File: config.mk
export PLATFORM = sky130hd
export DESIGN_NAME = fetch_queue
export DESIGN_NICKNAME = d
export VERILOG_FILES = /design/src/rtl/rv32_pkg.sv /design/src/rtl/fetch_queue.sv
export SDC_FILE = /design/constraint.sdc
export NUM_CORES = 1
export LEC_CHECK = 0
export BUFFER_PORTS_ARGS = -buffer_cell sky130_fd_sc_hd__buf_2
export CAP_MARGIN = 20
export CORE_MARGIN = 1.5
export CORE_UTILIZATION = 45
export DETAILED_ROUTE_END_ITERATION = 16
export GPL_ROUTABILITY_DRIVEN = 0
export PLACE_DENSITY_LB_ADDON = 0.08
export SYNTH_ARGS = -nofsm -noshare
export SYNTH_HDL_FRONTEND = slang
export SYNTH_SLANG_ARGS = --single-unit
File: constraint.sdc
create_clock -name clk -period 8.4 [get_ports clk]
set_clock_uncertainty 0.2 [all_clocks]
set_input_delay 0.42 -clock clk [delete_from_list [all_inputs] [get_ports clk]]
set_output_delay 0.42 -clock clk [all_outputs]
set_load 0.1 [all_outputs]
File: src/rtl/rv32_pkg.sv
// rv32_pkg
//   Constants and types shared by the RV32 pipeline stages.
//   XLEN_DEFAULT  : default width of pc and instruction fields
//   NOP_INSTR     : canonical bubble instruction, addi x0,x0,0
//   fetch_entry_t : one {pc, instr} pair moving from IF to ID
package rv32_pkg;

   localparam int unsigned XLEN_DEFAULT = 32;
   localparam logic [31:0] NOP_INSTR    = 32'h0000_0013;

   typedef struct packed {
      logic [XLEN_DEFAULT-1:0] pc;
      logic [XLEN_DEFAULT-1:0] instr;
   } fetch_entry_t;

endpackage

File: src/rtl/fetch_queue.sv
// fetch_queue
//   Multi-entry decoupling buffer between IF and ID. It holds {pc, instr}
//   pairs so that fetch can run up to DEPTH instructions ahead of a
//   stalled decode. A flush empties it in one cycle. While it is empty,
//   ID sees a NOP bubble with pc 0.
//
//   Parameters
//     XLEN  : width of pc and instruction fields
//     DEPTH : number of entries (power of two, at least 2)
//     NOP   : instruction presented while empty
//   Ports
//     clk, rst_          : rising-edge clock, async active-low reset
//     flush              : discard all contents (redirect / branch taken)
//     in_valid/in_ready  : IF-side handshake; in_ready depends only on state
//     in_pc, in_instr    : fetched pair
//     out_valid/out_ready: ID-side handshake (out_ready = !stall)
//     out_pc, out_instr  : head entry, or 0 / NOP while empty
//     count              : occupied entries
module fetch_queue
   import rv32_pkg::*;
#(
   parameter int unsigned     XLEN  = XLEN_DEFAULT,
   parameter int unsigned     DEPTH = 2,
   parameter logic [XLEN-1:0] NOP   = XLEN'(NOP_INSTR)
) (
   input  logic                     clk,
   input  logic                     rst_,
   input  logic                     flush,
   input  logic                     in_valid,
   output logic                     in_ready,
   input  logic [XLEN-1:0]          in_pc,
   input  logic [XLEN-1:0]          in_instr,
   output logic                     out_valid,
   input  logic                     out_ready,
   output logic [XLEN-1:0]          out_pc,
   output logic [XLEN-1:0]          out_instr,
   output logic [$clog2(DEPTH):0]   count
);

   localparam int unsigned AW = $clog2(DEPTH);
   localparam int unsigned PW = AW + 1;

   // Pointers carry one extra wrap bit above the index so that full and
   // empty are distinguishable without a separate occupancy counter.
   logic [PW-1:0]   wr_ptr;
   logic [PW-1:0]   rd_ptr;
   logic [XLEN-1:0] pc_mem    [DEPTH];
   logic [XLEN-1:0] instr_mem [DEPTH];

   logic empty;
   logic full;
   logic push;
   logic pop;

   assign empty = (wr_ptr == rd_ptr);
   assign full  = (wr_ptr[AW-1:0] == rd_ptr[AW-1:0]) && (wr_ptr[AW] != rd_ptr[AW]);

   // A full queue refuses a push even when a pop happens in the same cycle,
   // which keeps in_ready free of any path from out_ready.
   assign push = in_valid && !full && !flush;
   assign pop  = !empty && out_ready && !flush;

   // NOTE: state uses non-blocking assignments so every flop samples the
   // pre-edge values, regardless of the order of statements.
   always_ff @(posedge clk or negedge rst_) begin
      if (!rst_) begin
         wr_ptr <= '0;
         rd_ptr <= '0;
      end else if (flush) begin
         wr_ptr <= '0;
         rd_ptr <= '0;
      end else begin
         if (push) wr_ptr <= wr_ptr + PW'(1);
         if (pop)  rd_ptr <= rd_ptr + PW'(1);
      end
   end

   // NOTE: the storage array is deliberately not reset; the pointers alone
   // define which entries are meaningful, so stale contents are never seen.
   always_ff @(posedge clk) begin
      if (push) begin
         pc_mem[wr_ptr[AW-1:0]]    <= in_pc;
         instr_mem[wr_ptr[AW-1:0]] <= in_instr;
      end
   end

   assign in_ready  = !full;
   assign out_valid = !empty;
   assign out_pc    = empty ? '0  : pc_mem[rd_ptr[AW-1:0]];
   assign out_instr = empty ? NOP : instr_mem[rd_ptr[AW-1:0]];
   assign count     = wr_ptr - rd_ptr;

endmodule
==> flow_metrics.tcl <==
set metrics [dict create \
    layout_min_cycle_time_ps 4396 \
    routed_wirelength_mm 9.986 \
    synth_edf_count 128 \
    grt.busiest_layer "met2" \
    clk_pin_slew_ps 60 \
    num_vias 3149 \
    ant_nets 0 \
    crit_required_ps 7780 \
    dp_hpwl_mm 6.115 \
    rows 40 \
    finalSetupViolCount 0 \
    io_buffer_count 136 \
    critPathLaunchType "flip-flop" \
    worstSetupStartpoint "rd_ptr[0]$_DFFE_PN0P_" \
    max_freq_mhz 227.5 \
    grt_pass1_wl_mm 15.67 \
    end_kind "output port" \
    yosysWarningCount 0 \
    drcViolationCount 0 \
    grt_max_degree 43 \
    clk_latency_ps 400 \
    cp.arrival_ps 3780 \
    status "finished, final reports clean" \
    vias_per_cell 4.570 \
    clock-root-buffer "clkbuf_16" \
    yosys_most_used_dff "edfxtp_1" \
    worstHoldStart "in_instr[18]" \
    initial_utilization 0.4634 \
    htree_levels 4 \
    core_sq_mm 0.01206 \
    area_growth_pct 35.33 \
    hold_viol 0 \
    max_cap_violations 0 \
    holdWs_ps 14.82 \
    drt_iter0_drc 137 \
    fillers 919 \
    drive_gt1_frac 0.4395 \
    syn_inst 309 \
    clock-sinks 132 \
    tns_ps 0 \
    tightest_slew_ps 936.9 \
    dieHeight_um 114.4 \
    grt_use_met3 0.05241 \
    synth_nets 379 \
    antenna_found_initial 0 \
    post_drt_wl_per_cell_um 14.49 \
    io_pins 137 \
    synth_seq_cells 132 \
    synth_top_cell_area_share 0.6877 \
    r2r_cells 6 \
    worst-path-max-fanout 36 \
    synth.largest_area_cell "edfxtp_1" \
    synth-seq-area-share 0.7056 \
    r2r_setup_slack_ps 5340 \
    stdcell_count 689 \
    drt_first_pass_iters 4 \
    grt_use_met2 0.2679 \
    syn_avg_cell_area_sq_um 18.09 \
    clockBufferDepth 2 \
    antennaDiodeCount 0 \
    timing.slew.headroom 0.3754 \
    worst-setup-path-type "flip-flop to output port" \
    timing.final.crit_share 0.5233 \
    worst_hold_path.num_cells 1 \
    r2r_start "rd_ptr[0]$_DFFE_PN0P_" \
    dieArea_sq_mm 0.01310 \
    ys_top_cells_by_area "edfxtp_1, mux2i_1, nor2_4, buf_12, dfrtp_1" \
    synthArstFlopShare 0.03030 \
    fin_nets 578 \
    die_x_um 114.4 \
    hold_path.class "input pin to flip-flop" \
    grtUsageMet1 0.1919 \
    grt_pass1_vias 3247 \
    post-place-cells 604 \
    yosys.cell_types.count 28 \
    cts_setup_buffers 0 \
    cts_inserted_buffers 17 \
    grt_overflow_total 0 \
    fin_util 0.6271 \
    slew_viol_final 0 \
    cts_tree "done" \
    synth_top_cells_by_count "edfxtp_1, mux2i_1, nor2_4" \
    synth_area_sq_mm 0.005589 \
    yosysMostFrequentCell "edfxtp_1" \
    rsz0062_at_grt "no" \
    grt_use_total 0.1630 \
]
[worst max-delay path, cell delays in order (launching register included)]
cell and delay, ps:
dfrtp_4 680, ha_1 480, and2_4 630, buf_4 820, inv_1 210, nand2_1 100, buf_2 420
[per-stage QoR]
stage	instance area, sq um	worst slack (ps)
2_1_floorplan	5589	1525
3_3_place_gp	6361	4377
3_5_place_dp	6372	4344
4_1_cts	7553	3891
5_1_grt	7564	3759
6_report	7564	4004
[cells by family (layout without fill, tap and decap cells)]
group	Yosys count	count (layout)	synth area share
flops	132	132	0.7056
simple gates	83	83	0.1294
mux	66	66	0.1182
buf+inv	19	231	0.03380
compound gates	6	6	0.006268
xor+xnor	2	2	0.004478
fa+ha+maj	1	1	0.002238
[worst paths after layout]
check | end
setup / recovery | out_instr[0]
hold / removal | instr_mem[0][18]$_DFFE_PP_
setup reg to reg | pc_mem[1][6]$_DFFE_PP_
hold reg to reg | rd_ptr[1]$_DFFE_PN0P_
max in group asynchronous | rd_ptr[0]$_DFFE_PN0P_
min in group asynchronous | rd_ptr[1]$_DFFE_PN0P_
[layout make-up]
type / count / area, sq um / area share
clock buffer: 17 / 425.4 / 0.05624
clock inverter: 15 / 235.2 / 0.03110
inverter: 3 / 11.26 / 0.001489
multi-input combinational: 158 / 1466 / 0.1939
sequential: 132 / 3948 / 0.5219
tap: 168 / 210.2 / 0.02779
timing repair buffer: 196 / 1267 / 0.1676
[sequential cells by signal, indices dropped and copies added, names as in the netlist]
| name | count |
|---|---|
| instr_mem | 64 |
| pc_mem | 64 |
| rd_ptr | 2 |
| wr_ptr | 2 |
[layer usage]
layer  vias up  part of all wire
met5         -                 0
met4         0             0.023
met3        19             0.061
met2        96              0.49
met1      1487              0.42
li1       1547                 -
[layout by cell type, fill, tap and decap left out, drive strengths merged, types with 2 or more instances in the layout]
| cell type | Yosys | routed |
|---|---|---|
| buf | 15 | 143 |
| edfxtp | 128 | 128 |
| mux2i | 66 | 66 |
| nor2 | 65 | 65 |
| dlygate4sd3 | 0 | 53 |
| clkbuf | 1 | 17 |
| bufinv | 0 | 6 |
| nand2 | 5 | 5 |
| clkinv | 0 | 5 |
| inv | 3 | 4 |
| dfrtp | 4 | 4 |
| clkinvlp | 0 | 3 |
| nor3 | 2 | 2 |
| or3 | 2 | 2 |
| nand3 | 2 | 2 |
| nor3b | 2 | 2 |
| a31oi | 2 | 2 |
| a21oi | 2 | 2 |
| xnor2 | 2 | 2 |
[repair_timing]
action / CTS / global route
gates resized for setup: 0 / 0
hold endpoints to repair: 106 / 2
hold buffers: 52 / 1
Power is not shown: default switching activity piles up to over one toggle a cycle in this logic, so the estimate is an artifact.
